[config.mk]
export PLATFORM = sky130hd
export DESIGN_NAME = sum_accumulator_flat
export DESIGN_NICKNAME = d
export VERILOG_FILES = /design/src/rtl/sum_accumulator_pkg.sv /design/src/rtl/sum_accumulator_if.sv /design/src/rtl/sum_accumulator_sat_add.sv /design/src/rtl/sum_accumulator.sv /design/src/flat_wrapper.sv
export SDC_FILE = /design/constraint.sdc
export NUM_CORES = 1
export LEC_CHECK = 0
export ABC_AREA = 1
export CORE_MARGIN = 5
export CORE_UTILIZATION = 45
export DETAILED_ROUTE_END_ITERATION = 10
export PLACE_DENSITY = 0.68
export SLEW_MARGIN = 25
export SYNTH_ARGS = -nofsm -noshare
export SYNTH_HDL_FRONTEND = slang
export SYNTH_HIERARCHICAL = 1
export SYNTH_SLANG_ARGS = --single-unit
[constraint.sdc]
create_clock -name clk -period 2.6 [get_ports clk]
set_input_delay 0.26 -clock clk [delete_from_list [all_inputs] [get_ports clk]]
set_output_delay 0.26 -clock clk [all_outputs]
set_load 0.05 [all_outputs]
[src/rtl/sum_accumulator_pkg.sv]
// sum_accumulator_pkg: state encoding and default sum widths shared with the upstream adder
package sum_accumulator_pkg;
    typedef enum logic [1:0] {IDLE = 2'd0, ACCUM = 2'd1, HOLD = 2'd2} state_e;
    localparam int DEF_WA = 17;
    localparam int DEF_WB = 9;
    localparam int CNT_W = 16;
endpackage

[src/rtl/sum_accumulator_if.sv]
// sum_accumulator_if: sample input and block result handshakes of the accumulator stage
interface sum_accumulator_if
    import sum_accumulator_pkg::*;
#(
    parameter int WA = DEF_WA,
    parameter int WB = DEF_WB,
    parameter int ACC_WA = 24,
    parameter int ACC_WB = 16
);
    logic in_valid;
    logic in_ready;
    logic [WA-1:0] s_in;
    logic [WB-1:0] t_in;
    logic ovf_in;
    logic clear;
    logic out_valid;
    logic out_ready;
    logic [ACC_WA-1:0] acc_s;
    logic [ACC_WB-1:0] acc_t;
    logic ovf_sticky;
    logic acc_limit;
    modport master (
        output in_valid, s_in, t_in, ovf_in, clear, out_ready,
        input in_ready, out_valid, acc_s, acc_t, ovf_sticky, acc_limit
    );
    modport slave (
        input in_valid, s_in, t_in, ovf_in, clear, out_ready,
        output in_ready, out_valid, acc_s, acc_t, ovf_sticky, acc_limit
    );
endinterface

[src/rtl/sum_accumulator_sat_add.sv]
// sat_add: accumulator adder; saturates when SUM_ACCUMULATOR_SAT_EN is defined, otherwise wraps
module sat_add #(
    parameter int W = 8
) (
    input  logic [W-1:0] acc_i,
    input  logic [W-1:0] opd_i,
    output logic [W-1:0] sum_o,
    output logic         lim_o
);
    logic [W:0] raw;
    assign raw = {1'b0, acc_i} + {1'b0, opd_i};
    assign lim_o = raw[W];
`ifdef SUM_ACCUMULATOR_SAT_EN
    assign sum_o = raw[W] ? '1 : raw[W-1:0];
`else
    assign sum_o = raw[W-1:0];
`endif
endmodule

[src/rtl/sum_accumulator.sv]
// sum_accumulator: sums COUNT_N (S, T) samples per block with sticky overflow/limit flags
// SUM_ACCUMULATOR_SAT_EN selects saturating instead of wrapping accumulators
module sum_accumulator
    import sum_accumulator_pkg::*;
#(
    parameter int WA = DEF_WA,
    parameter int WB = DEF_WB,
    parameter int ACC_WA = 24,
    parameter int ACC_WB = 16,
    parameter int COUNT_N = 16
) (
    input logic clk,
    input logic rst_n,
    sum_accumulator_if.slave bus
);
    localparam logic [CNT_W-1:0] LAST = CNT_W'(COUNT_N - 1);
    state_e state_q;
    logic [CNT_W-1:0] cnt_q;
    logic [ACC_WA-1:0] acc_s_q, acc_s_d;
    logic [ACC_WB-1:0] acc_t_q, acc_t_d;
    logic ovf_q, lim_q, lim_s, lim_t;
    logic [WA-1:0] s_w;
    logic [WB-1:0] t_w;
    logic hold, zero;
    assign s_w = bus.s_in;
    assign t_w = bus.t_in;
    assign hold = state_q == HOLD;
    assign zero = hold ? bus.out_ready : bus.clear;
    // accumulators are zero in IDLE, so the first sample of a block goes through the same adders
    sat_add #(.W(ACC_WA)) u_add_s (
        .acc_i(acc_s_q), .opd_i(ACC_WA'(s_w)), .sum_o(acc_s_d), .lim_o(lim_s)
    );
    sat_add #(.W(ACC_WB)) u_add_t (
        .acc_i(acc_t_q), .opd_i(ACC_WB'(t_w)), .sum_o(acc_t_d), .lim_o(lim_t)
    );
    always_ff @(posedge clk) begin
        if (!rst_n || zero) begin
            state_q <= IDLE;
            cnt_q <= '0;
            acc_s_q <= '0;
            acc_t_q <= '0;
            ovf_q <= 1'b0;
            lim_q <= 1'b0;
        end else if (!hold && bus.in_valid) begin
            state_q <= cnt_q == LAST ? HOLD : ACCUM;
            cnt_q <= cnt_q + 1'b1;
            acc_s_q <= acc_s_d;
            acc_t_q <= acc_t_d;
            ovf_q <= ovf_q | bus.ovf_in;
            lim_q <= lim_q | lim_s | lim_t;
        end
    end
    assign bus.in_ready = !hold;
    assign bus.out_valid = hold;
    assign bus.acc_s = acc_s_q;
    assign bus.acc_t = acc_t_q;
    assign bus.ovf_sticky = ovf_q;
    assign bus.acc_limit = lim_q;
endmodule

[src/flat_wrapper.sv]
// flat-port wrapper written by rule: the top's interface ports become plain ports
module sum_accumulator_flat import sum_accumulator_pkg::*;
#(
    parameter int WA = DEF_WA,
    parameter int WB = DEF_WB,
    parameter int ACC_WA = 24,
    parameter int ACC_WB = 16,
    parameter int COUNT_N = 16
)
  (clk, rst_n, bus_in_valid, bus_s_in, bus_t_in, bus_ovf_in, bus_clear, bus_out_ready, bus_in_ready, bus_out_valid, bus_acc_s, bus_acc_t, bus_ovf_sticky, bus_acc_limit);
  sum_accumulator_if #(.WA(WA), .WB(WB), .ACC_WA(ACC_WA), .ACC_WB(ACC_WB)) bus_i ();
  input logic clk;
  input logic rst_n;
  input wire logic [$bits(bus_i.in_valid)-1:0] bus_in_valid;
  input wire logic [$bits(bus_i.s_in)-1:0] bus_s_in;
  input wire logic [$bits(bus_i.t_in)-1:0] bus_t_in;
  input wire logic [$bits(bus_i.ovf_in)-1:0] bus_ovf_in;
  input wire logic [$bits(bus_i.clear)-1:0] bus_clear;
  input wire logic [$bits(bus_i.out_ready)-1:0] bus_out_ready;
  output wire logic [$bits(bus_i.in_ready)-1:0] bus_in_ready;
  output wire logic [$bits(bus_i.out_valid)-1:0] bus_out_valid;
  output wire logic [$bits(bus_i.acc_s)-1:0] bus_acc_s;
  output wire logic [$bits(bus_i.acc_t)-1:0] bus_acc_t;
  output wire logic [$bits(bus_i.ovf_sticky)-1:0] bus_ovf_sticky;
  output wire logic [$bits(bus_i.acc_limit)-1:0] bus_acc_limit;
  assign bus_i.in_valid = bus_in_valid;
  assign bus_i.s_in = bus_s_in;
  assign bus_i.t_in = bus_t_in;
  assign bus_i.ovf_in = bus_ovf_in;
  assign bus_i.clear = bus_clear;
  assign bus_i.out_ready = bus_out_ready;
  assign bus_in_ready = bus_i.in_ready;
  assign bus_out_valid = bus_i.out_valid;
  assign bus_acc_s = bus_i.acc_s;
  assign bus_acc_t = bus_i.acc_t;
  assign bus_ovf_sticky = bus_i.ovf_sticky;
  assign bus_acc_limit = bus_i.acc_limit;
  sum_accumulator #(.WA(WA), .WB(WB), .ACC_WA(ACC_WA), .ACC_WB(ACC_WB), .COUNT_N(COUNT_N)) u_core (.clk(clk), .rst_n(rst_n), .bus(bus_i));
endmodule
Word level (Yosys, flattened, before mapping)
Index checks and enable logic that the tools add are counted.
W data, S select, Z words.
Storage, ports and cells
  flip-flop bits (word level): 60
  latch bits: 0
  memory bits (writable): 0
  ROM bits: 0
  output and inout bits: 44
  logic and storage cells: 20
  memories kept: 0
Cells by class
  add/subtract/negate cells: 3
  multiply operators: 0
  div/mod/pow operators: 0
  $lt $le $gt $ge: 0
  equal/unequal tests: 2
  shift-type cells: 0
  multiplexer cells: 2
  bitwise operators: 3
  reductions and logical operators: 4
Operators with widths (number)
  $add A24 B17 Y25: 1
  $add A16 B9 Y17: 1
  $add A16 B1 Y16 const B: 1
  $eq A16 B4 Y1 const B: 1
  $or A1 B1 Y1: 3
  $eq A2 B2 Y1 const B: 1
  $logic_not A1 Y1: 2
  $mux W2: 1
  $logic_and A1 B1 Y1: 1
  $logic_or A1 B1 Y1: 1
  $mux W1: 1

Logic depth before layout (Yosys ltp)
  depth in word-level cells: 3
  mapped depth: 15
  gate-level depth less buffers: 15

Modules after synthesis
The synthesis kept the hierarchy.
Modules (own cells, without submodules)
  sum_accumulator: times used 1, cells each 430, area an instance 2791.4 um^2, sequential area each 1201.2 um^2
  sat_add at u_core.u_add_s: times used 1, cells each 367, area an instance 1780.5 um^2, sequential area each 0.0 um^2
  sat_add at u_core.u_add_t: times used 1, cells each 185, area an instance 979.7 um^2, sequential area each 0.0 um^2

Worst setup path after synthesis
No wires, ideal clock.
  path kind: register -> register
  from: register u_core.acc_s_q[0], in the netlist u_core/bus.acc_s[0]
  to: register u_core.lim_q, in the netlist u_core/bus.acc_limit
  setup time: 0.113 ns
  arrival: 2.016 ns
  data required time: 2.487 ns
  slack: 0.471 ns
  cell stages (with the launch flop): 15
  path buffers: 0
  period minus slack after synthesis: 2.129 ns
  cells stage by stage: dfxtp_1 > ha_1 > fa_1 > nand2_1 > nand2_1 > nand2_1 > o21ai_2 > nand2_1 > nand2_1 > nand2_1 > nand2_1 > nor2_1 > nor2_1 > o21ai_2 > inv_1
Between the ends
  cells in the longest elaborated chain, start to end: 3
RTL lines
  from (decl): RTL line sum_accumulator.sv:19  | logic [ACC_WA-1:0] acc_s_q, acc_s_d;
  from (signal assigned): RTL line sum_accumulator.sv:47  | acc_s_q <= acc_s_d;
  $add A24 B17 Y25: RTL line sum_accumulator_sat_add.sv:11  | assign raw = {1'b0, acc_i} + {1'b0, opd_i};
  via u_core.lim_s: RTL line sum_accumulator.sv:21  | logic ovf_q, lim_q, lim_s, lim_t;
  $or A1 B1 Y1 (2 in series): RTL line sum_accumulator.sv:50  | lim_q <= lim_q | lim_s | lim_t;
  to (signal assigned): RTL line sum_accumulator.sv:50
  to (decl): RTL line sum_accumulator.sv:21
The timed path passes the listed nets, and every way through them passes these cells.
A chain may end at the register's enable or synchronous reset.

Worst setup path after layout
Ends and elaborated chain as after synthesis.

==> results.txt <==
Flop and latch count out of synthesis: 60
Number of setup violations in the final report: 0
Core area: 12100 sq um
Warnings from Yosys: 6
Antenna violations before repair: 0
Iteration count of the initial detailed-routing pass: 5
Final min period: 2040 ps
Number of CTS-inserted buffers: 9
Hold Path Class: register to register
Mean cell area of the mapped netlist: 5.65 sq um
Final total power: 3050 uW
Clock latency of the later-clocked register in the worst-skew pair: 340 ps
Ports: 76
Max Slew Vio Count: 0
Remaining design rule violation count: 0
Pwr Density: 448 nW/um^2
Final hold slack: 451 ps
Final routed wire length divided by cell count: 11.0 um
Crit Reg-Reg Startpoint: u_core/bus.acc_s[0]
Crit Reg-Reg Endpoint: u_core/bus.acc_limit
Final hold violations: 0
Layout cells sized above 1: 0.0642
Global-route congestion overflow total: 0
Total Neg Setup Slack: 0 ps
Number of buffers on the longest clock path: 2
Total Routed Length: 13700 um
Cts repair resizes: 0
Type of element launching the critical path: register
Largest net degree at the start of global routing: 55
Area grow syn2layout: 22.5%
Post-CTS setup buffer count: 0
Critical Setup Path Class: register to register
Worst IR drop on VDD: 0.360 mV
Endpoint of the most critical setup path: u_core/bus.acc_limit
Post-Route Skew: 8.71 ps
CTS tree: done
Synthesized instance count: 982
Final net count: 1145
Status: complete, no violations
Share of the cycle needed by the critical path after routing: 0.783
Number of H-tree branching levels: 3
Finished layout cell area: 6800 sq um
Overall fraction of global-route tracks in use: 0.194
Worst Path Arrival: 2270 ps
Sequential area share after synthesis: 0.216
Reg2Reg Depth: 14
Cell area after synthesis: 5550 sq um
Residual antenna-violating net count after detailed routing: 0
Clock transition at the register clock pins on the worst setup and hold paths after CTS: 60 ps
Vias per Instance: 4.50
Hold-fix buffers, CTS: 0
Die area: 14700 sq um
Global placement routability congestion: 0.902
TritonCTS Sinks: 60
Standard-cell rows: 40
Maximum operating frequency: 0.491 GHz
Effective utilization at floorplan: 0.460
Number of DRC markers in iteration 0: 294
Leakage: 0.00397 uW
Height of the chip: 121 um
Port-buffer cells: 75
Worst slew pin tran: 555 ps
CP Launch Point: u_core/bus.acc_s[0]
Min-Delay Startpoint: u_core/bus.ovf_sticky
First-pass GRT wire length: 23300 um
DIE WIDTH: 121 um
N_diodes: 0
Required time of the worst setup path: 2830 ps
Crit end category: register
Max-capacitance violation count: 0
Ranking of synthesized cells by area: sky130_fd_sc_hd__nand2_1, sky130_fd_sc_hd__dfxtp_1, sky130_fd_sc_hd__inv_1
Synth unique cells: 38
Root buffer selected by CTS: sky130_fd_sc_hd__clkbuf_16
Via Count: 5592
Setup repair after global routing missed its margin: no
Leading area contributor after synthesis: sky130_fd_sc_hd__nand2_1
Post-synth top area share: 0.297
Post-Place Cell Area: 6480 sq um
Number of global-route vias before repair: 5307
Register-to-register setup slack: 560 ps
Worst Path Max Fanout: 3
Headroom to the max-slew limit: 0.629
Detailed-placement wirelength estimate: 10400 um
## report_power, final
part           switching [uW]  internal, uW
combinational             474           272
sequential               24.8           949
clock                     486           846
## registers in the layout, indices dropped and copies added (netlist names)
register / flops
u_core/cnt_q: 16
u_core/bus.acc_s: 24
u_core/bus.acc_t: 16
u_core/bus.acc_limit: 1
u_core/bus.ovf_sticky: 1
u_core/state_q: 2
## cells by family after synthesis
group,after synthesis,synth area share
buf+inv,206,0.150
other cells,1,0.000675
compound gates,35,0.0403
fa+ha+maj,43,0.0996
simple gates,617,0.461
flops,60,0.216
xor+xnor,20,0.0316
## routing by layer
metal,up-vias,share of wire,routed length [um],global-route usage
li1,3092,-,-,-
met1,2388,0.45,6190,0.222
met2,96,0.48,6580,0.346
met3,16,0.054,741,0.0597
met4,0,0.014,197,0.0545
met5,-,0,0,0
## cells in the mapped netlist
cell,number
sky130_fd_sc_hd__nor2_4,1
sky130_fd_sc_hd__nor2_2,8
sky130_fd_sc_hd__xor2_1,18
sky130_fd_sc_hd__inv_6,1
sky130_fd_sc_hd__a21oi_4,1
sky130_fd_sc_hd__nand3_2,4
sky130_fd_sc_hd__xnor2_1,2
sky130_fd_sc_hd__conb_1,1
sky130_fd_sc_hd__nand4_1,11
sky130_fd_sc_hd__nand2_1,439
sky130_fd_sc_hd__o21ai_0,5
sky130_fd_sc_hd__o21ai_2,4
sky130_fd_sc_hd__nor3_2,4
sky130_fd_sc_hd__and3_1,1
sky130_fd_sc_hd__dfxtp_1,60
sky130_fd_sc_hd__buf_6,4
sky130_fd_sc_hd__nand3b_1,4
sky130_fd_sc_hd__nor3b_1,1
sky130_fd_sc_hd__a211oi_1,1
sky130_fd_sc_hd__nor3_1,7
sky130_fd_sc_hd__a21oi_2,1
sky130_fd_sc_hd__o211ai_4,1
sky130_fd_sc_hd__nor2_1,78
sky130_fd_sc_hd__buf_2,9
sky130_fd_sc_hd__and2_1,1
sky130_fd_sc_hd__fa_1,2
sky130_fd_sc_hd__inv_1,183
sky130_fd_sc_hd__buf_8,1
sky130_fd_sc_hd__buf_4,1
sky130_fd_sc_hd__nand2_2,15
sky130_fd_sc_hd__and2_4,1
sky130_fd_sc_hd__nand2_4,1
sky130_fd_sc_hd__or2_0,1
sky130_fd_sc_hd__nand3_1,37
sky130_fd_sc_hd__ha_1,41
sky130_fd_sc_hd__inv_2,7
sky130_fd_sc_hd__or2_1,3
sky130_fd_sc_hd__a21oi_1,22
## worst min-delay path by stage
stage	endpoint	slack, ps	cells past startpoint
global placement	u_core/bus.ovf_sticky	440	2
CTS	u_core/bus.ovf_sticky	450	2
floorplan	u_core/bus.ovf_sticky	400	2
global route	u_core/bus.ovf_sticky	470	3
detailed placement	u_core/bus.ovf_sticky	440	2
finish	u_core/bus.ovf_sticky	450	2
## worst max-delay path, cell delays in order (launching register included)
cell,delay [ps]
sky130_fd_sc_hd__dfxtp_1,330
sky130_fd_sc_hd__ha_1,240
sky130_fd_sc_hd__fa_1,420
sky130_fd_sc_hd__nand2_1,90
sky130_fd_sc_hd__nand2_1,70
sky130_fd_sc_hd__nand2_1,120
sky130_fd_sc_hd__o21ai_2,90
sky130_fd_sc_hd__nand2_1,80
sky130_fd_sc_hd__nand2_1,70
sky130_fd_sc_hd__nand2_1,60
sky130_fd_sc_hd__nand2_1,50
sky130_fd_sc_hd__nor2_1,100
sky130_fd_sc_hd__nor2_1,60
sky130_fd_sc_hd__o21ai_2,100
sky130_fd_sc_hd__inv_1,40
## placed cells by master, fill, tap and decap left out, types with 2 or more instances in the layout
| cell type | instances |
|---|---|
| sky130_fd_sc_hd__nand2_1 | 439 |
| sky130_fd_sc_hd__inv_1 | 183 |
| sky130_fd_sc_hd__nor2_1 | 78 |
| sky130_fd_sc_hd__clkdlybuf4s50_1 | 75 |
| sky130_fd_sc_hd__dfxtp_1 | 60 |
| sky130_fd_sc_hd__ha_1 | 41 |
| sky130_fd_sc_hd__nand3_1 | 37 |
| sky130_fd_sc_hd__a21oi_1 | 22 |
| sky130_fd_sc_hd__xor2_1 | 18 |
| sky130_fd_sc_hd__nand2_2 | 15 |
| sky130_fd_sc_hd__conb_1 | 14 |
| sky130_fd_sc_hd__nand4_1 | 11 |
| sky130_fd_sc_hd__clkbuf_16 | 9 |
| sky130_fd_sc_hd__nor2_2 | 8 |
| sky130_fd_sc_hd__inv_2 | 7 |
| sky130_fd_sc_hd__nor3_1 | 7 |
| sky130_fd_sc_hd__o21ai_0 | 5 |
| sky130_fd_sc_hd__nor3_2 | 4 |
| sky130_fd_sc_hd__o21ai_2 | 4 |
| sky130_fd_sc_hd__buf_4 | 4 |
| sky130_fd_sc_hd__nand3_2 | 4 |
| sky130_fd_sc_hd__nand3b_1 | 4 |
| sky130_fd_sc_hd__inv_6 | 3 |
| sky130_fd_sc_hd__or2_1 | 3 |
| sky130_fd_sc_hd__bufinv_16 | 2 |
| sky130_fd_sc_hd__xnor2_1 | 2 |
| sky130_fd_sc_hd__fa_1 | 2 |
## through the flow
step / instances / setup WS [ps] / utilization
6_report: 1243 / 564 / 0.564
3_3_place_gp: 1227 / 238 / 0.537
2_1_floorplan: 995 / 471 / -
3_5_place_dp: 1227 / 204 / 0.537
4_1_cts: 1243 / 535 / 0.564
5_1_grt: 1243 / 293 / 0.564
## area by class of cell
| class | instances | area [sq um] |
|---|---|---|
| fillers | 1295 | 5260 |
| multi-input cells | 729 | 3560 |
| flip-flops and latches | 60 | 1200 |
| repair buffers | 79 | 781 |
| inverters | 191 | 722 |
| clock buffers | 9 | 225 |
| well taps | 168 | 210 |
| clock inverters | 7 | 98.8 |
Note: power is estimated with default switching activity, not from simulation.
